$ cat config.mk
export PLATFORM = sky130hd
export DESIGN_NAME = bcd_subtractor_serial
export DESIGN_NICKNAME = d
export VERILOG_FILES = /design/src/rtl/bcd_subtractor_serial.sv
export SDC_FILE = /design/constraint.sdc
export NUM_CORES = 1
export LEC_CHECK = 0
export ABC_AREA = 1
export BUFFER_PORTS_ARGS = -buffer_cell sky130_fd_sc_hd__buf_2
export CAP_MARGIN = 20
export CORE_UTILIZATION = 26
export DETAILED_ROUTE_END_ITERATION = 8
export MAX_ROUTING_LAYER = met4
export PLACE_DENSITY_LB_ADDON = 0.3
export RECOVER_POWER = 25
export SLEW_MARGIN = 20
export SYNTH_ARGS = -nofsm -noshare
export SYNTH_HDL_FRONTEND = slang
export SYNTH_SLANG_ARGS = --single-unit
$ cat constraint.sdc
create_clock -name clk -period 2.8 [get_ports clk]
set_clock_uncertainty 0.1 [all_clocks]
set_input_delay 0.42 -clock clk [delete_from_list [all_inputs] [get_ports clk]]
set_output_delay 0.42 -clock clk [all_outputs]
set_load 0.02 [all_outputs]
$ cat src/rtl/bcd_subtractor_serial.sv
// bcd_subtractor_serial: digit-serial packed-BCD A-B via ten's complement, LSD first
//   clk, rst_n (sync, active-low), start -> accept A,B (4*DIGITS packed BCD) when idle
//   busy while digits are processed, done one-cycle pulse; D magnitude, Neg (A<B), Invalid (digit>9)
module bcd_subtractor_serial #(
  parameter int DIGITS = 4
) (
  input  logic                clk,
  input  logic                rst_n,
  input  logic                start,
  input  logic [4*DIGITS-1:0] A,
  input  logic [4*DIGITS-1:0] B,
  output logic                busy,
  output logic                done,
  output logic [4*DIGITS-1:0] D,
  output logic                Neg,
  output logic                Invalid
);
  localparam int W  = 4 * DIGITS;
  localparam int IW = $clog2(DIGITS) + 1;
  typedef enum logic [1:0] {IDLE, SUB, FIX, DONE} state_t;
  state_t state_q, state_d;
  logic [W-1:0] a_q, a_d, b_q, b_d, r_q, r_d, d_q, d_d;
  logic [IW-1:0] i_q, i_d;
  logic c_q, c_d, neg_q, neg_d, inv_q, inv_d;
  logic bad, last, sub_c, fix_c;
  logic [4:0] s, t;
  logic [3:0] sub_r, fix_r;
  always_comb begin
    bad = 1'b0;
    for (int k = 0; k < DIGITS; k++)
      bad = bad | (A[4*k +: 4] > 4'd9) | (B[4*k +: 4] > 4'd9);
  end
  // operands and working result shift right one digit per step, so digit 0 is always the live one
  // and each new result digit enters at the top
  always_comb begin
    s     = {1'b0, a_q[3:0]} + 5'd9 - {1'b0, b_q[3:0]} + {4'b0, c_q};
    sub_c = s >= 5'd10;
    sub_r = sub_c ? 4'(s - 5'd10) : s[3:0];
    t     = 5'd9 - {1'b0, r_q[3:0]} + {4'b0, c_q};
    fix_c = t == 5'd10;
    fix_r = fix_c ? 4'd0 : t[3:0];
    last  = i_q == IW'(DIGITS - 1);
  end
  always_comb begin
    state_d = state_q;
    a_d = a_q;
    b_d = b_q;
    r_d = r_q;
    d_d = d_q;
    i_d = i_q;
    c_d = c_q;
    neg_d = neg_q;
    inv_d = inv_q;
    case (state_q)
      IDLE: if (start) begin
        a_d = A;
        b_d = B;
        r_d = '0;
        i_d = '0;
        c_d = 1'b1;
        state_d = bad ? DONE : SUB;
        if (bad) begin
          d_d = '0;
          neg_d = 1'b0;
          inv_d = 1'b1;
        end
      end
      SUB: begin
        a_d = a_q >> 4;
        b_d = b_q >> 4;
        r_d = (r_q >> 4) | (W'(sub_r) << (W - 4));
        c_d = sub_c;
        i_d = i_q + 1'b1;
        if (last) begin
          i_d = '0;
          c_d = 1'b1;
          state_d = sub_c ? DONE : FIX;
          if (sub_c) begin
            d_d = r_d;
            neg_d = 1'b0;
            inv_d = 1'b0;
          end
        end
      end
      FIX: begin
        r_d = (r_q >> 4) | (W'(fix_r) << (W - 4));
        c_d = fix_c;
        i_d = i_q + 1'b1;
        if (last) begin
          state_d = DONE;
          d_d = r_d;
          neg_d = 1'b1;
          inv_d = 1'b0;
        end
      end
      default: state_d = IDLE;
    endcase
  end
  always_ff @(posedge clk) begin
    if (!rst_n) begin
      state_q <= IDLE;
      a_q <= '0;
      b_q <= '0;
      r_q <= '0;
      d_q <= '0;
      i_q <= '0;
      c_q <= 1'b0;
      neg_q <= 1'b0;
      inv_q <= 1'b0;
    end else begin
      state_q <= state_d;
      a_q <= a_d;
      b_q <= b_d;
      r_q <= r_d;
      d_q <= d_d;
      i_q <= i_d;
      c_q <= c_d;
      neg_q <= neg_d;
      inv_q <= inv_d;
    end
  end
  assign busy = state_q == SUB || state_q == FIX;
  assign done = state_q == DONE;
  assign D = d_q;
  assign Neg = neg_q;
  assign Invalid = inv_q;
endmodule

==> results of run 1 <==
state kept, by name (all words and copies together), names as in the netlist:
register,count
D,16
Invalid,1
Neg,1
a_q,16
b_q,16
c_q,1
i_q,3
r_q,16
state_q,2
power by group through the flow:
stage	combinational, mW	clock, mW	sequential [mW]
2_1_floorplan	1.95	0	1.55
3_3_place_gp	2.38	0	1.52
3_5_place_dp	2.43	0	1.52
4_1_cts	2.44	1.07	1.50
5_1_grt	3.07	1.11	1.54
6_report	2.70	1.04	1.51
cells by family after synthesis:
group,Yosys count
xor+xnor,1
fa+ha+maj,18
compound gates,120
buf+inv,75
simple gates,202
flops,72
metal layers:
| metal | share of wire | track usage | up-vias |
|---|---|---|---|
| met4 | 0.013 | 0.05234 | 0 |
| met5 | 0 | - | - |
| met2 | 0.48 | 0.2071 | 62 |
| li1 | - | - | 1732 |
| met3 | 0.041 | 0.02778 | 9 |
| met1 | 0.47 | 0.1604 | 1519 |
placed cells by master, fill, tap and decap left out, types with 2 or more instances in the layout:
cell,n
a211oi_1,6
a21oi_1,43
a21oi_2,3
a31oi_1,25
buf_2,35
buf_4,9
clkbuf_1,20
clkbuf_16,9
clkbuf_8,2
clkinv_2,2
dfxtp_1,70
dfxtp_2,2
ha_1,14
ha_4,2
inv_1,42
inv_2,6
nand2_1,124
nand2_2,10
nand3_1,21
nand3_2,5
nand3_4,3
nand4_1,11
nor2_1,25
nor2_2,2
o21ai_0,25
o21ai_1,16
metrics by stage:
step                      area, um2  setup TNS (ns)  setup slack [ns]
after global placement         3973               0            0.1472
after floorplan                3583               0            0.1887
after global routing           4344        -0.02582          -0.01296
after detailed placement       3973               0           0.01513
final                          4344               0            0.1310
after CTS                      4247               0          0.005447
how the worst min path moves through the flow:
stage,start,endpoint,cells past startpoint
floorplan,r_q[0],r_q[0],2
global placement,D[6],D[6],2
detailed placement,a_q[13],a_q[13],2
CTS,B[8],b_q[8],3
global route,A[12],a_q[12],3
finish,B[8],b_q[8],3
timing repair:
item,4_1_cts,5_1_grt
hold buffers,0,0
resized for setup,0,23
endpoints found under the setup margin,0,21
setup buffers,0,1
endpoints found under the hold margin,0,0
worst max-delay path, cell delays in order (launching register included):
cell	delay, ns
dfxtp_2	0.32
inv_1	0.05
fa_2	0.38
inv_2	0.07
ha_4	0.13
fa_1	0.45
inv_2	0.10
ha_4	0.14
nand2_1	0.06
nand2_2	0.13
nand4_4	0.20
buf_4	0.23
nand4_1	0.11
a21oi_2	0.07
final cells by class:
cell class	count	area, um2	area share
clock buffers	12	256.5	0.05904
flip-flops and latches	72	1444	0.3324
well taps	176	220.2	0.05069
inverters	48	180.2	0.04147
multi-input cells	344	1901	0.4375
clock inverters	3	17.52	0.004032
repair buffers	64	325.3	0.07488
==> impl_results.md, run 1 <==
- Status: finished clean
- CTS clock-pin slew for the worst setup and hold paths: 0.06 ns
- R2R setup slack: 0.13 ns
- Worst setup path class: reg2reg
- DRC violations left: 0
- DRT antenna net count: 0
- Sequential element share of the synthesized area: 0.4022
- Diode count: 0
- Hpwl dp: 6.066 mm
- Reg power frac: 0.287
- Post-synth top area share: 0.4022
- Starting Density: 0.2685
- VDD IR max: 0.3571 mV
- Tot Pwr: 5.254 mW
- Vias in the first global route: 3091
- #FFs+latches synth: 72
- Cts bufs inserted: 9
- Worst hold slack: 0.2472 ns
- Finish-stage setup viols: 0
- GRT overflow: 0
- Vias per std cell: 4.620
- First-pass GRT wire length: 14.37 mm
- Slew headroom: 0.4598
- Synth area leaders: dfxtp_1 (40%), nand2_1 (14%), a21oi_1 (6.3%)
- H-tree depth: 3
- Core ar.: 13350 um2
- Syn_area_per_cell: 7.343 um2
- I/O Buffers: 54
- Compound-gate portion of the synthesized area: 0.1847
- Cell Count, Final, Fillers Out: 719
- Synthesized area: 3583 um2
- 1st-iter DRT viols: 216
- Area of the die: 14260 um2
- Startpoint Class: register
- Chip width: 119.4 um
- # Max-Cap Violations: 0
- CP Capture Type: register
- Nets@finish: 592
- Mux contribution to synthesized area: 0
- EDFF count, synth: 0
- Fillers: 1452
- Tot GR Track Use: 0.1302
- Placed cell count: 699
- Worst-path fanout max: 6
- Via count: 3322
- Post-layout util: 0.3255
- Synth-to-layout area growth: 21.23%
- Most common cell in the synthesized netlist: nand2_1
- Post-Synth Adder-Cell Area: 0.06704
- Leading area contributor after synthesis: dfxtp_1
- R2r worst-path depth: 13
- Critical Path Source: a_q[0]
- PD cells: 1209 nW/um2
- Row count: 42
- Clk sink count: 72
- Crit Reg-Reg Endpoint: Neg
- Xor-xnor portion of the synthesized cell area: 0.002444
- WP data required: 2.91 ns
- Clk pwr share: 0.199
- Syn Nets: 541
- Max Slew Vio Count: 0
- Fin crit period: 2.669 ns
- Largest net degree at the start of global routing: 57
- Drt first pass iters: 7
- # IOs: 55
- Int Pwr: 2.920 mW
- Clock latency on the worst-skew pair: 0.33 ns
- Worst-margin pin slew: 0.8091 ns
- Worst path arrival time: 2.78 ns
- Die height: 119.4 um
- CTS max path bufs: 2
- Final Cycle Share: 0.9532
- CTS tree: built
- Share of layout cells above drive strength 1: 0.1786
- Post-Syn Instances: 488
- Synth Area in Simple Gates: 0.2483
- Logic pwr share: 0.514
- Crit path to: Neg
- Ys async rst share: 0
- Sw frac: 0.4443
- Leak: 1.813 nW
- Switching pwr: 2.334 mW
- Wirelength, routed: 8.948 mm
- HP Class: in2reg
- FMAX: 374.7 MHz
- Yosys warnings: 0
- Synth cell count leaders: nand2_1 (130), dfxtp_1 (72), a21oi_1 (45), inv_1 (43)
- Fin. Hold Viols: 0
- Unique masters post-synth: 30
- RD Place Congestion: 0.7628
- Ys flop type: dfxtp_1
- Root Buffer: clkbuf_16
- Main combinational cell family by area after synthesis: simple AND/OR/NAND/NOR gates
- R2r startpoint: a_q[0]
- Wire per inst: 12.45 um
- Initial antenna violation count: 0
(Power assumes the default switching activity.)
==> run 2, diff against run 1 <==
==> constraint.sdc (replaced) <==
create_clock -name clk -period 2.2 [get_ports clk]
set_clock_uncertainty 0.1 [all_clocks]
set_input_delay 0.33 -clock clk [delete_from_list [all_inputs] [get_ports clk]]
set_output_delay 0.33 -clock clk [all_outputs]
set_load 0.02 [all_outputs]
==> run 2 against run 1 <==
Net effect:
- the run now ends with setup timing left
- flip-flop and latch count did not move
- die area unchanged
- final area increased by 8.2%
- total power increased by 50%
- combinational power grew 72%
- largest cell class unchanged
- critical path depth grew 2
- sequential share of layout area decreased by 2.5 points
- critical endpoint is now D[14]
- register-to-register slack worse by 0.51 ns
==> impl_results.md, run 2 (same netlist as run 1, synthesis figures left out) <==
- Worst-margin pin slew: 0.4801 ns
- Largest net degree at the start of global routing: 57
- Setup TNS: -7.771 ns
- CTS clock-pin slew for the worst setup and hold paths: 0.05 ns
- CTS tree: built
- Vias in the first global route: 3307
- # Max-Cap Violations: 0
- Vias per std cell: 4.697
- 1st-iter DRT viols: 258
- Post-layout util: 0.3522
- Max Slew Vio Count: 0
- Placed cell count: 712
- Tot GR Track Use: 0.1383
- FMAX: 387.7 MHz
- Fin area: 4701 um2
- RD Place Congestion: 0.8315
- Multi-input gate area: 2004 um2
- Met3 GRT Util: 0.02443
- Diode count: 0
- Tot Pwr: 7.857 mW
- Most frequent cells in the layout: nand2_1 (115), dfxtp_1 (69), inv_1 (38)
- Clock latency on the worst-skew pair: 0.33 ns
- Met2 usage: 0.2260
- Die height: 119.4 um
- CP max stage delay: 0.55 ns
- Chip width: 119.4 um
- CTS max path bufs: 2
- Initial antenna violation count: 0
- I/O Buffers: 54
- Worst setup path class: reg2reg
- Synth-to-layout area growth: 31.18%
- VDD IR max: 0.6645 mV
- Fillers: 1399
- CP max stage cell: fa_1
- DRT antenna net count: 0
- Place WS: -0.4052 ns
- Row count: 42
- Via count: 3457
- Worst path arrival time: 2.70 ns
- Busiest layer in global routing: met2
- Leak: 1.980 nW
- Share of layout cells above drive strength 1: 0.2643
- Fin. Hold Viols: 0
- Drt first pass iters: 4
- Cts bufs inserted: 9
- Failing checks: setup timing
- Wire per inst: 12.54 um
- DRC violations left: 0
- Sequential cell area: 1445 um2
- Starting Density: 0.2685
- Wirelength, routed: 9.228 mm
- First-pass GRT wire length: 15.44 mm
- Fin crit period: 2.579 ns
- Startpoint Class: register
- Worst-path fanout max: 9
- Clk sink count: 72
- Worst hold slack: 0.1685 ns
- WP data required: 2.32 ns
- Finish-stage setup viols: 23
- HP Class: in2reg
- # IOs: 55
- Grt met1 use: 0.1709
- GRT overflow: 0
- Final Cycle Share: 1.172
- PD cells: 1672 nW/um2
- Status: finished with violations
- CP most frequent cell: ha_4
- Area of the die: 14260 um2
- Core ar.: 13350 um2
- CP Capture Type: register
- Slack of the critical path: -0.3795 ns
- Placed cell area: 4106 um2
- Commonest non-fill, non-tap cell in the layout: nand2_1
- Unrepaired setup endpoints after global routing: true
- Slew headroom: 0.6799
- H-tree depth: 3
- Root Buffer: clkbuf_16
- CP cell instances: inv_2 > ha_4 > inv_4 > ha_4 > fa_1 > inv_2 > ha_4 > nand2_2 > nand2_4 > nand4_4 > nand3_4 > buf_12 > buf_16 > a21oi_2 > nor2_1
- Hpwl dp: 6.302 mm
- Nets@finish: 609
- Cell Count, Final, Fillers Out: 736
==> run 2: timing repair <==
item,in CTS,in global routing
cloned,3,0
pin swaps,18,16
endpoints found under the setup margin,23,55
setup buffers,5,2
hold buffers,0,0
gates resized for setup,37,28
==> run 2: cell type report <==
class	instances	share of cell area
clock buffer	11	0.04951
clock inverter	4	0.004791
timing repair buffer	84	0.1256
inverter	48	0.03939
sequential	72	0.3074
multi-input combinational	341	0.4264
tap	176	0.04685
==> run 2: final timing paths <==
check               from      end  cells after the start  slack, ns
setup / recovery  a_q[1]    D[14]                     15      -0.38
hold / removal     B[12]  b_q[12]                      3       0.17
setup reg to reg  a_q[1]    D[14]                     15      -0.38
hold reg to reg   a_q[4]   a_q[0]                      2       0.36
==> run 2: where the power goes <==
part | total, mW | internal (mW) | switching [mW]
logic | 4.65 | 2.02 | 2.63
clock network | 1.27 | 0.750 | 0.516
registers | 1.94 | 1.70 | 0.236
==> run 2: worst max-delay path, delay by kind of cell, from the launching register on <==
family                   cells  cell delay, ns
adder cells (fa/ha/maj)      4            1.12
buffers and inverters        5            0.45
AND/OR/NAND/NOR              5            0.37
flip-flops                   1            0.33
AO/OA/AOI/OAI                1            0.11
==> run 2: routing by layer <==
layer / part of all wire / vias up
met5: 0 / -
met4: 0.017 / 0
met3: 0.035 / 17
met2: 0.48 / 78
met1: 0.46 / 1599
li1: - / 1763
==> run 3, diff against run 2 <==
--- a/config.mk
+++ b/config.mk
@@ -6,10 +6,10 @@
 export NUM_CORES = 1
 export LEC_CHECK = 0
 export ABC_AREA = 1
-export BUFFER_PORTS_ARGS = -buffer_cell sky130_fd_sc_hd__buf_2
 export CAP_MARGIN = 20
 export CORE_UTILIZATION = 26
 export DETAILED_ROUTE_END_ITERATION = 8
+export DONT_BUFFER_PORTS = 1
 export MAX_ROUTING_LAYER = met4
 export PLACE_DENSITY_LB_ADDON = 0.3
 export RECOVER_POWER = 25
==> run 3 against run 2 <==
Net effect:
- the flow still finishes with violations (setup timing)
- clock-buffer cell count unchanged
- flip-flop and latch count unchanged
- register-to-register slack about the same
- final cell count down 7.2%
- first-iteration DRC count down 45%
- global-route usage decreased by 0.13 points
- via count is 7.4% lower
- die area unchanged
- largest power group unchanged
- highest routed layer unchanged
==> impl_results.md, run 3 (same netlist as run 1, synthesis figures left out) <==
- Status: finished with violations
- Failing checks: setup timing
- Row count: 42
- WP data required: 2.36 ns
- RD Place Congestion: 0.7858
- Fin. Hold Viols: 0
- Worst-margin pin slew: 0.4012 ns
- VDD IR max: 0.5835 mV
- Vias in the first global route: 3110
- FMAX: 386.8 MHz
- CTS clock-pin slew for the worst setup and hold paths: 0.06 ns
- Die height: 119.4 um
- PD cells: 1761 nW/um2
- Final Cycle Share: 1.175
- Fin crit period: 2.586 ns
- Wirelength, routed: 9.229 mm
- Initial antenna violation count: 0
- Worst hold start: rst_n
- HP Class: in2reg
- Slew headroom: 0.7325
- Worst setup path class: reg2reg
- Critical Path Source: a_q[0]
- Starting Density: 0.2685
- Root Buffer: clkbuf_16
- Clock latency on the worst-skew pair: 0.33 ns
- Tot GR Track Use: 0.1370
- DRC violations left: 0
- Unrepaired setup endpoints after global routing: true
- Commonest non-fill, non-tap cell in the layout: nand2_1
- Startpoint Class: register
- Via count: 3201
- Vias per std cell: 4.687
- Chip width: 119.4 um
- First-pass GRT wire length: 15.11 mm
- Clk sink count: 72
- H-tree depth: 3
- Largest net degree at the start of global routing: 57
- CTS tree: built
- Most frequent cells in the layout: nand2_1 (116), dfxtp_1 (68), inv_1 (37)
- # IOs: 55
- Leak: 1.769 nW
- Share of layout cells above drive strength 1: 0.2170
- DRT antenna net count: 0
- Cts bufs inserted: 9
- Fin area: 4380 um2
- Synth-to-layout area growth: 22.24%
- Max Slew Vio Count: 0
- Worst hold slack: 0.01758 ns
- CTS max path bufs: 2
- GRT overflow: 0
- Core ar.: 13350 um2
- CTS Hold Bufs: 0
- Area of the die: 14260 um2
- Wire per inst: 13.51 um
- Worst-path fanout max: 5
- 1st-iter DRT viols: 143
- I/O Buffers: 0
- CP Capture Type: register
- # Max-Cap Violations: 0
- Finish-stage setup viols: 23
- Slack of the critical path: -0.3856 ns
- Hpwl dp: 6.235 mm
- Drt first pass iters: 6
- R2r startpoint: a_q[0]
- Nets@finish: 556
- Diode count: 0
- Worst path arrival time: 2.75 ns
- Placed cell area: 3849 um2
==> run 3: cell count changes in the layout (fill, tap and decap cells not counted), moves of 2 or more <==
cell	previous run	this run
a21oi_4	2	0
a21oi_1	30	33
buf_8	2	0
buf_2	37	0
clkbuf_1	19	2
nand2_4	6	2
buf_4	19	22
inv_2	8	10
nand2_2	13	16
==> run 3: path summary, 6_finish.rpt <==
kind	cells after the start	endpoint	slack [ns]
max	14	D[9]	-0.39
min	2	D[3]	0.02
max reg2reg	14	D[9]	-0.39
min reg2reg	2	b_q[15]	0.36
==> run 3: routing by layer <==
metal / vias up / share of wire / track usage
met4: 0 / 0.018 / 0.05859
met3: 12 / 0.046 / 0.03496
li1: 1653 / - / -
met2: 41 / 0.48 / 0.2173
met1: 1495 / 0.46 / 0.1644
met5: - / 0 / -
==> run 3: worst max-delay path, cell delays in order (launching register included) <==
cell	delay (ns)
dfxtp_2	0.33
inv_2	0.04
fa_2	0.37
inv_2	0.07
ha_4	0.13
fa_1	0.44
inv_2	0.11
ha_4	0.16
nand2_4	0.06
nand2_4	0.08
nand4_4	0.09
nand3_4	0.20
buf_6	0.16
nand2_2	0.05
a21oi_2	0.14
==> run 3: area by class of cell <==
type / instances / area, um2
Clock buffer: 11 / 232.7
Tap cell: 176 / 220.2
Inverter: 48 / 182.7
Fill cell: 1441 / 8967
Clock inverter: 4 / 22.52
Sequential cell: 72 / 1446
Timing Repair Buffer: 31 / 322.8
Multi-Input combinational cell: 341 / 1953
==> run 3: power breakdown <==
part	internal (mW)	switching, mW	leakage [nW]
Clock	0.750	0.530	0.125
Sequential	1.71	0.330	0.593
Combinational	1.95	2.45	1.05
==> run 3: repair_timing <==
item,4_1_cts,5_1_grt
endpoints found under the setup margin,23,23
cloned,2,1
gates resized for setup,23,29
hold endpoints to repair,0,0
pin swaps,12,17
buffers inserted,7,2
==> run 3: metrics by stage <==
stage	utilization	worst slack (ns)	setup TNS [ns]	power (mW)	cells
floorplan	-	-0.3704	-6.637	4.474	488
global placement	0.2883	-0.3319	-6.734	5.306	658
detailed placement	0.2883	-0.4437	-8.555	5.387	658
CTS	0.3188	-0.3920	-8.003	7.265	681
global route	0.3282	-0.4977	-10.62	8.345	683
finish	0.3282	-0.3856	-7.965	7.715	683
